$ cat config.mk
export PLATFORM = sky130hd
export DESIGN_NAME = pipeline_control_unit
export DESIGN_NICKNAME = d
export VERILOG_FILES = /design/src/rtl/pipeline_control_unit.sv
export SDC_FILE = /design/constraint.sdc
export NUM_CORES = 1
export LEC_CHECK = 0
export CAP_MARGIN = 30
export CORE_ASPECT_RATIO = 1.1
export CORE_MARGIN = 2
export CORE_UTILIZATION = 52
export CTS_BUF_LIST = sky130_fd_sc_hd__clkbuf_8
export DETAILED_ROUTE_END_ITERATION = 6
export GPL_TIMING_DRIVEN = 0
export PLACE_DENSITY = 0.8
export SYNTH_ARGS = -nofsm -noshare
export SYNTH_HDL_FRONTEND = slang
export SYNTH_SLANG_ARGS = --single-unit
$ cat constraint.sdc
create_clock -name clk -period 2.8 [get_ports clk]
set_input_delay 0.28 -clock clk [delete_from_list [all_inputs] [get_ports clk]]
set_output_delay 0.28 -clock clk [all_outputs]
set_load 0.02 [all_outputs]
$ cat src/rtl/pipeline_control_unit.sv
// Control unit for the 5-stage 16-bit pipeline.
// Decodes the opcode and sequences issue, flush, load-use stall, halt and counters.
//
// Ports:
//   clk, reset       rising-edge clock, synchronous active-high reset
//   start            leaves IDLE (ignored elsewhere)
//   opcodeDP[3:0]    opcode held in the decode register
//   enable           PC / decode-register load enable
//   branchC          selects branch target into PC
//   flushC           loads a bubble into the execute register
//   RegWriteC, MemWriteC, MemToRegC, immediateC, alufuncC[1:0]  control word
//   halted           high while in HALT
//   illegal_op       sticky undefined-opcode flag
//   cycle_count      saturating active-cycle counter
//   retired_count    saturating issued-instruction counter
module pipeline_control_unit #(
    parameter int unsigned LOAD_BUBBLES = 2
) (
    input  logic        clk,
    input  logic        reset,
    input  logic        start,
    input  logic [3:0]  opcodeDP,
    output logic        enable,
    output logic        branchC,
    output logic        flushC,
    output logic        RegWriteC,
    output logic        MemWriteC,
    output logic        MemToRegC,
    output logic        immediateC,
    output logic [1:0]  alufuncC,
    output logic        halted,
    output logic        illegal_op,
    output logic [15:0] cycle_count,
    output logic [15:0] retired_count
);

    localparam logic [2:0] S_IDLE  = 3'd0;
    localparam logic [2:0] S_RUN   = 3'd1;
    localparam logic [2:0] S_FLUSH = 3'd2;
    localparam logic [2:0] S_STALL = 3'd3;
    localparam logic [2:0] S_HALT  = 3'd4;

    localparam logic [3:0] OP_NOP    = 4'h0;
    localparam logic [3:0] OP_ADD    = 4'h1;
    localparam logic [3:0] OP_SUB    = 4'h2;
    localparam logic [3:0] OP_AND    = 4'h3;
    localparam logic [3:0] OP_OR     = 4'h4;
    localparam logic [3:0] OP_ADDI   = 4'h5;
    localparam logic [3:0] OP_LOAD   = 4'h8;
    localparam logic [3:0] OP_STORE  = 4'h9;
    localparam logic [3:0] OP_BRANCH = 4'hC;
    localparam logic [3:0] OP_HALT   = 4'hF;

    logic [2:0]  state_q, state_d;
    logic [1:0]  bub_q, bub_d;
    logic        illegal_q, illegal_d;
    logic [15:0] cyc_q, cyc_d;
    logic [15:0] ret_q, ret_d;

    logic       dec_rw, dec_mw, dec_m2r, dec_imm, dec_br, dec_legal;
    logic [1:0] dec_alu;
    logic       issue;
    logic       active;

    // Raw opcode decode, independent of pipeline state.
    always_comb begin
        dec_rw    = 1'b0;
        dec_mw    = 1'b0;
        dec_m2r   = 1'b0;
        dec_imm   = 1'b0;
        dec_br    = 1'b0;
        dec_alu   = 2'd0;
        dec_legal = 1'b1;
        case (opcodeDP)
            OP_NOP: ;
            OP_ADD: dec_rw = 1'b1;
            OP_SUB: begin
                dec_rw  = 1'b1;
                dec_alu = 2'd1;
            end
            OP_AND: begin
                dec_rw  = 1'b1;
                dec_alu = 2'd2;
            end
            OP_OR: begin
                dec_rw  = 1'b1;
                dec_alu = 2'd3;
            end
            OP_ADDI: begin
                dec_rw  = 1'b1;
                dec_imm = 1'b1;
            end
            OP_LOAD: begin
                dec_rw  = 1'b1;
                dec_m2r = 1'b1;
                dec_imm = 1'b1;
            end
            OP_STORE: begin
                dec_mw  = 1'b1;
                dec_imm = 1'b1;
            end
            OP_BRANCH: dec_br = 1'b1;
            OP_HALT: ;
            default: dec_legal = 1'b0;
        endcase
    end

    // Sequencing FSM; the opcode only matters in RUN.
    always_comb begin
        state_d = state_q;
        bub_d   = bub_q;
        enable  = 1'b0;
        flushC  = 1'b1;
        issue   = 1'b0;
        active  = 1'b0;
        case (state_q)
            S_IDLE: begin
                if (start) state_d = S_RUN;
            end
            S_RUN: begin
                active = 1'b1;
                if (opcodeDP == OP_HALT) begin
                    state_d = S_HALT;
                end else begin
                    enable = 1'b1;
                    flushC = 1'b0;
                    issue  = 1'b1;
                    if (dec_br) begin
                        state_d = S_FLUSH;
                    end else if (dec_m2r) begin
                        state_d = S_STALL;
                        bub_d   = 2'(LOAD_BUBBLES);
                    end
                end
            end
            S_FLUSH: begin
                active  = 1'b1;
                enable  = 1'b1;
                state_d = S_RUN;
            end
            S_STALL: begin
                active = 1'b1;
                bub_d  = bub_q - 2'd1;
                // Counter holds the bubbles still owed, this one included.
                if (bub_q <= 2'd1) state_d = S_RUN;
            end
            S_HALT: ;
            default: state_d = S_IDLE;
        endcase
    end

    always_comb begin
        illegal_d = illegal_q | (issue & ~dec_legal);
        cyc_d     = cyc_q;
        ret_d     = ret_q;
        if (active && cyc_q != 16'hFFFF) cyc_d = cyc_q + 16'd1;
        if (issue && ret_q != 16'hFFFF)  ret_d = ret_q + 16'd1;
    end

    always_ff @(posedge clk) begin
        if (reset) begin
            state_q   <= S_IDLE;
            bub_q     <= 2'd0;
            illegal_q <= 1'b0;
            cyc_q     <= 16'd0;
            ret_q     <= 16'd0;
        end else begin
            state_q   <= state_d;
            bub_q     <= bub_d;
            illegal_q <= illegal_d;
            cyc_q     <= cyc_d;
            ret_q     <= ret_d;
        end
    end

    assign RegWriteC     = issue & dec_rw;
    assign MemWriteC     = issue & dec_mw;
    assign MemToRegC     = issue & dec_m2r;
    assign immediateC    = issue & dec_imm;
    assign branchC       = issue & dec_br;
    assign alufuncC      = issue ? dec_alu : 2'd0;
    assign halted        = (state_q == S_HALT);
    assign illegal_op    = illegal_q;
    assign cycle_count   = cyc_q;
    assign retired_count = ret_q;

endmodule

Word level (Yosys, flattened, before mapping)
Index checks and enable logic that the tools add are counted.
{ "word_totals": {"regBits": 38, "inputBits": 7, "out_inout_bits": 43, "elab_cells": 74} }
{ "op_classes": {"n_addsub": 3, "order_cmp": 1, "n_eq_ne": 21, "n_mux": 24, "bitwise_logic": 9, "reduce_logical": 11} }
{ "op_table": {"columns": ["operator", "count"], "rows": [
  ["16-bit by 1-bit adder with 16-bit output, second input constant", 2],
  ["16-bit inequality test, second input constant", 2],
  ["4-bit == test, second input constant", 4],
  ["3-bit two-way mux", 5],
  ["3-bit case mux with 5 select lines", 1],
  ["1-bit two-way mux", 11],
  ["2-bit inequality test, second input constant", 5],
  ["10-bit OR reduction", 1],
  ["4-bit by 2-bit == test with 1-bit output, second input constant", 2],
  ["4-bit by 3-bit == test with 1-bit output, second input constant", 2],
  ["2-bit two-way mux", 4],
  ["4-bit AND reduction", 2],
  ["1-bit bitwise AND", 6],
  ["3-bit by 2-bit == test with 1-bit output, second input constant", 2],
  ["2-bit case mux with 3 select lines", 1],
  ["3-bit OR reduction", 2],
  ["6-bit OR reduction", 1],
  ["4-bit by 1-bit == test with 1-bit output, second input constant", 1],
  ["4-bit logical NOT", 1],
  ["4-bit inequality test, second input constant", 1],
  ["2-bit case mux with 2 select lines", 1],
  ["3-bit by 1-bit == test with 1-bit output, second input constant", 1],
  ["3-bit == test, second input constant", 1],
  ["3-bit logical NOT", 1],
  ["7 further kinds", 9]
]} }

Depth between registers and ports, before layout
{ "depth": {"depth_word": 6, "depth_mapped": 7, "ltp_nobuf": 5} }

Least setup slack after synthesis
Ideal clock, no wire load.
{ "synth_timing": {"path_type": "reg2reg", "from": "reg state_q[1]", "to": "reg ret_q[15] (netlist: retired_count[15])", "setup_ns": 0.070, "t_arrival_ns": 2.146, "t_required_ns": 2.730, "slack_ns": 0.584, "path_stages_with_launch": 8, "path_buffers": 3, "path_cell_list": "dfxtp_1 -> buf_6 -> or3b_1 -> buf_2 -> or4b_1 -> buf_2 -> or4_1 -> a21oi_1"} }
{ "synth_via": {"elab_chain_len": 3} }
{ "synth_rtl": {"columns": ["element", "line_no", "text"], "rows": [
  ["from (decl)", "54", "logic [2:0] state_q, state_d;"],
  ["from (signal assigned)", "168", "state_q <= state_d;"],
  ["3-bit by 1-bit == test with 1-bit output", "116", "case (state_q)"],
  ["1-bit two-way mux", "116", null],
  ["1-bit logical AND", "157", "if (issue && ret_q != 16'hFFFF) ret_d = ret_q + 16'd1;"],
  ["to (signal assigned)", "172", "ret_q <= ret_d;"],
  ["to (decl)", "58", "logic [15:0] ret_q, ret_d;"]
]} }
Every way passes these cells.
A chain may end at the register's enable or synchronous reset.

Final worst setup path
{ "layout_timing": {"from": "in opcodeDP[2]", "to": "out flushC"} }
{ "layout_via": {"elab_chain_len": 3} }
{ "layout_rtl": {"columns": ["element", "line_no", "text"], "rows": [
  ["from (decl)", "22", "input logic [3:0] opcodeDP,"],
  ["4-bit == test", "122", "if (opcodeDP == OP_HALT) begin"],
  ["1-bit two-way mux", "122", null],
  ["1-bit two-way mux", "116", null],
  ["to (decl)", "25", "output logic flushC,"]
]} }
Every way passes these cells.

==> run summary <==
category of the worst setup path capture point = output pin
Setup Total Neg Slack = 0 ns
routed wire length = 5.197 mm
number of setup violations in the final report = 0
critical path launch point type = input pin
via total after detailed routing = 2250
setup repair after global routing missed its margin = no
shortest clock period the worst path allows after layout = 2.635 ns
number of gates given a new drive strength after cts = 0
reported leakage power = 0.8751 nW
fraction of registers with async set or reset after synthesis = 0
MaxCap Viol Count = 0
number of enable-type register cells in the synthesized netlist = 0
footprint of the multi-input gates = 1308 µm²
synthesis-to-finish area growth = 29.11%
synth warn = 0
y dimension of the die = 71.83 µm
worst min-delay path class = flip-flop to flip-flop
max-slew headroom at the worst pin = 0.4794
number of core rows = 24
H-Tree Level Count = 2
diode insertion count for antenna repair = 0
highest ir drop seen on vdd = 0.0002283 V
number of synthesized register bits = 38
mean instance size in the synthesized netlist = 7.908 µm²
routed metal-1 wire length = 2.308 mm
Max Slew Vio Count = 0
Die Wd = 65.66 µm
critical setup path kind = input pin to output pin
Worst Tran Pin Value = 0.7704 ns
area taken by flip-flops and latches = 760.7 µm²
net count of the mapped netlist = 285
crit path max fanout = 10
proportion of layout cells with a drive suffix above 1 = 0.07295
post-synth cell types = 38
total iterations of the first detailed-routing run = 4
number of routed nets with antenna violations = 0
internal power = 792.2 µW
Buffers on Ports = 48
core area = 3994 µm²
clock transition at the register clock pins on the worst setup and hold paths after CTS = 0.07 ns
effective utilization at floorplan = 0.5445
cells along the critical path = clkdlybuf4s50_1, nand4_1, nand2_1, clkbuf_1, clkdlybuf4s50_1
Detailed Route Iter0 Violations = 209
power spent charging and discharging nets = 264.5 µW
sinks on the clock net = 38
CP max-delay cell = clkdlybuf4s50_1
final count of hold timing violations = 0
worst-skew pair later-pin latency = 0.28 ns
Placer Congestion = 0.8938
WP data arrival = 2.35 ns
switching share of power = 0.2503
area of the die = 4716 µm²
sequential share of the synthesized area = 0.3498
final std cell area, no fill = 2808 µm²
maximum number of pins on one net before global-route repair = 11
count of hold buffers inserted by post-cts repair = 0
initial antenna violation count = 0
Max Root-Sink Buffers = 2
routed wirelength normalized by instance count = 13.64 µm
I/O Pins = 50
number of nets in the final layout = 340
register share of total power = 0.526
post-route clock period utilization = 0.9410
cell seen most often among critical-path stages = clkdlybuf4s50_1
total gr overflow = 0
post-placement cell area = 2720 µm²
number of buffers added for setup after CTS = 0
Max stage delay on crit path = 0.68 ns
TritonCTS clock tree = yes
proportion of power drawn by combinational gates = 0.124
cell area after synthesis = 2175 µm²
Inserted Clock Buffers = 5
clk root buf = clkbuf_8
average via count per standard cell = 5.906
first-pass GRT wire length = 9.108 mm
Fmax achieved = 379.5 MHz
fillcell total = 324
Detailed Place HPWL = 3.816 mm
critical path data required time = 2.52 ns
status = finished clean
P per Cell Area = 376.4 nW/µm²
clock share of power = 0.350
cell count after synthesis = 275
Layout Skew = 0.002544 ns
highest signal layer in the routed design = met4
number of global-route vias before repair = 2046
All-Layer GR Usage = 0.2407
routed wl met2 = 2.585 mm
DR DRC count = 0
routed length on met3 = 268 µm
dominant register cell in the synthesized netlist = dfxtp_1
[through the flow]
stage	setup slack [ns]	cells	utilization	power [mW]	hold WS, ns
3_5_place_dp	0.1855	375	0.6811	0.6985	0.4441
5_1_grt	0.01613	381	0.7030	1.098	0.4809
4_1_cts	0.1638	381	0.7018	1.065	0.4550
6_report	0.1651	381	0.7030	1.057	0.4489
3_3_place_gp	0.2125	375	0.6811	0.6963	0.4365
2_1_floorplan	0.5835	275	-	0.6484	0.4444
[synth_stat cells (all sizes together), types with 2 or more instances]
cell type / number / area [µm²]
and4: 4 / 35.03
ha: 3 / 37.54
nand3: 15 / 75.07
nand3b: 4 / 30.03
dfxtp: 38 / 760.7
or4: 10 / 75.07
inv: 8 / 30.03
mux2: 8 / 90.09
nor2b: 8 / 50.05
nor4b: 4 / 35.03
nor4: 8 / 50.05
clkbuf: 10 / 37.54
nor3b: 2 / 15.01
a211oi: 6 / 45.04
a21oi: 28 / 140.1
o21ai: 11 / 55.05
o21ba: 2 / 20.02
or3: 10 / 62.56
nand2b: 3 / 18.77
o31ai: 10 / 75.07
buf: 8 / 43.79
nand2: 14 / 52.55
xnor2: 2 / 17.52
or3b: 3 / 26.28
nand4: 12 / 75.07
nor2: 25 / 93.84
and3: 6 / 37.54
or4b: 2 / 20.02
nor3: 6 / 30.03
[state kept, by name, indices dropped and copies added, names as in the netlist]
register / flops
bub_q: 2
state_q: 3
retired_count: 16
cycle_count: 16
illegal_op: 1
[critical path: cells and delay by family]
family | cells | cell delay [ns]
buf+inv | 3 | 1.54
simple gates | 2 | 0.53
[cell families (layout without fill, tap and decap cells)]
group / Yosys count / in the layout / share of synthesized area
xor+xnor: 2 / 2 / 0.008057
simple gates: 138 / 138 / 0.3671
buf+inv: 26 / 80 / 0.05121
mux: 8 / 8 / 0.04143
flops: 38 / 38 / 0.3498
fa+ha+maj: 3 / 3 / 0.01726
compound gates: 60 / 60 / 0.1651
[power by group through the flow]
| stage | registers (mW) | logic [mW] | clock network [mW] |
|---|---|---|---|
| floorplan | 0.573 | 0.0749 | 0 |
| global placement | 0.568 | 0.128 | 0 |
| detailed placement | 0.569 | 0.130 | 0 |
| CTS | 0.556 | 0.131 | 0.379 |
| global route | 0.557 | 0.144 | 0.397 |
| finish | 0.556 | 0.131 | 0.370 |
[routing by layer]
| metal | up-vias | track usage |
|---|---|---|
| met4 | 0 | 0.06019 |
| met1 | 1050 | 0.3030 |
| met2 | 63 | 0.4164 |
| met5 | - | 0 |
| met3 | 4 | 0.05181 |
| li1 | 1133 | - |
[placed cells by master (no fill, tap or decap), types with 6 or more instances in the layout]
| cell type | count |
|---|---|
| o31ai_1 | 10 |
| clkbuf_1 | 10 |
| or3_1 | 10 |
| a211oi_1 | 6 |
| clkbuf_8 | 6 |
| nor2_1 | 25 |
| nor4_1 | 8 |
| o21ai_0 | 11 |
| nand3_1 | 15 |
| a21oi_1 | 28 |
| and3_1 | 6 |
| nor2b_1 | 8 |
| or4_1 | 10 |
| clkdlybuf4s50_1 | 48 |
| inv_1 | 8 |
| mux2_2 | 8 |
| nand4_1 | 12 |
| dfxtp_1 | 38 |
| nand2_1 | 14 |
| nor3_1 | 6 |
[layout make-up]
type                    count  area share
inverters                   8     0.01070
well taps                  52     0.02317
plain buffers              18     0.02897
repair buffers             48      0.1711
flip-flops and latches     38      0.2709
multi-input cells         211      0.4657
clock buffers               6     0.02941
[worst paths after layout]
check	from	endpoint	slack (ns)	cells past startpoint
hold / removal	illegal_op	illegal_op	0.45	2
hold reg to reg	illegal_op	illegal_op	0.45	2
setup reg to reg	cycle_count[0]	cycle_count[11]	0.37	6
setup / recovery	opcodeDP[2]	flushC	0.17	5
Note: power is estimated with default switching activity, not from simulation.
==> RTL edit (same settings) <==
Register the outputs `branchC`, `RegWriteC`, `MemWriteC`, `MemToRegC`, `immediateC`, `alufuncC` and `halted`; this adds one clock of latency there. The other outputs are not delayed to match.
--- a/src/rtl/pipeline_control_unit.sv
+++ b/src/rtl/pipeline_control_unit.sv
@@ -173,13 +173,15 @@
         end
     end
 
-    assign RegWriteC     = issue & dec_rw;
-    assign MemWriteC     = issue & dec_mw;
-    assign MemToRegC     = issue & dec_m2r;
-    assign immediateC    = issue & dec_imm;
-    assign branchC       = issue & dec_br;
-    assign alufuncC      = issue ? dec_alu : 2'd0;
-    assign halted        = (state_q == S_HALT);
+    always_ff @(posedge clk) begin
+        branchC    <= issue & dec_br;
+        RegWriteC  <= issue & dec_rw;
+        MemWriteC  <= issue & dec_mw;
+        MemToRegC  <= issue & dec_m2r;
+        immediateC <= issue & dec_imm;
+        alufuncC   <= issue ? dec_alu : 2'd0;
+        halted     <= (state_q == S_HALT);
+    end
     assign illegal_op    = illegal_q;
     assign cycle_count   = cyc_q;
     assign retired_count = ret_q;
Function: changed (Yosys sat finds a counterexample within 4 cycles, from zero or initial values and one cycle with reset high).
==> RTL edit against the unedited design <==
  * Count of clock-buffer cells in the layout shrank 1
  * Critical path type unchanged
  * Critical path depth grew 1
  * Sequential cell count up 8
  * Synthesized cell count decreased by 5.5%
  * Sequential power grew 22%
  * Clock power grew 27%
  * Largest cell class unchanged
  * Design area is 2.0% higher
  * Wire length is 8.9% lower
  * Power up 21%
  * Synthesized area grew 2.1%
  * Non-clock buffer count fell by 9
  * Hold slack worse by 0.16 ns
  * Worst setup slack better by 0.30 ns
==> RTL edit: results (changes against the unedited design) <==
status:
  status: "finished, final reports clean"  # unchanged
placed_design:
  pre_cts_ws_ns: 0.490  # was 0.186 ns
  place_inst: 359  # was 375
synth:
  ys_types: 46  # was 38
  synth-compound-area-share_pct: 6.87  # was 16.5%
  seq_area_frac_synth_pct: 41.5  # was 35.0%
  synthesis.nets: 270  # was 285
  synth.area.top_cells: "dfxtp_1, nor2_1, xnor2_1"  # was dfxtp_1, a21oi_1, nor2_1
  synthTopCellsByCount: "nor2_1, dfxtp_1, xnor2_1"  # was dfxtp_1, a21oi_1, nor2_1
  synthXorXnorAreaFrac_pct: 9.86  # was 0.806%
  synthMuxAreaShare_pct: 1.63  # was 4.14%
power:
  pwr-share-seq_pct: 53.2  # was 52.6%
  ir_drop_v: 0.000309  # was 0.000228 V
  p_leak_nw: 0.921  # was 0.875 nW
  clk-power_mw: 0.469  # was 0.370 mW
final_layout:
  instances_no_fill: 367  # was 381
  multi_input_area_sq_um: 1240  # was 1310 sq um
  num-multi-input-gates: 200  # was 211
  final.clkbuf_count: 5  # was 6
  signal_buffers: 57  # was 66
  filler_cell_count: 346  # was 324
  drive_above_1_share_pct: 6.98  # was 7.29%
  buf_share_pct: 17.9  # was 20.0%
global_route:
  grt_usage_pct: 21.0  # was 24.1%
  grt_pass1_vias: 1818  # was 2046
  grt_max_degree: 14  # was 11
  grt_pass1_wl_um: 8000  # was 9110 um
  grt_use_met3_pct: 4.65  # was 5.18%
worst_setup_path:
  crit_fanout: 5  # was 10
  worstPathArrival_ns: 2.05  # was 2.35 ns
  timing.rr.start: "retired_count[0]"  # was cycle_count[0]
  cp_slowest_stage_delay_ns: 0.61  # was 0.68 ns
  cp-startpoint: "opcodeDP[1]"  # was opcodeDP[2]
worst_hold_path:
  hold_class: "in -> reg"  # was reg -> reg
  worstHoldStart: "opcodeDP[0]"  # was illegal_op
routing:
  vias: 2035  # was 2250
  wirelength_um: 4730  # was 5200 um
  first_iter_violations: 141  # was 209
sta:
  tightest_slew_ns: 0.625  # was 0.770 ns
-- RTL edit: cell types whose count changed in the layout (fill, tap and decap cells not counted), moves of 5 or more --
cell,delta
mux2_2,-7
o21ai_0,-6
or4_1,-8
nor3_1,+12
a211oi_1,-5
or3_1,-8
xnor2_1,+18
o31ai_1,-10
xor2_1,+5
dfxtp_1,+8
a21oi_1,-19
nor2_1,+22
nor2b_1,-5
-- RTL edit: worst reg2reg max path: cells and delay by family, from the launching register on --
kind	cells	cell delay, ns
simple gates	4	0.97
fa+ha+maj	1	0.23
mux	1	0.29
flops	1	0.44
-- RTL edit: path summary, 6_finish.rpt --
kind	end	slack (ns)	cells after the start
worst max register to register	retired_count[13]	0.77	6
worst min register to register	illegal_op	0.48	2
worst max-delay path	enable	0.47	6
worst min-delay path	alufuncC[0]	0.29	2
-- RTL edit: per-layer routing --
layer	up-vias	part of all wire, %
met5	-	0
met4	0	0.76
met3	4	4.5
met2	58	48
met1	937	46
li1	1036	-
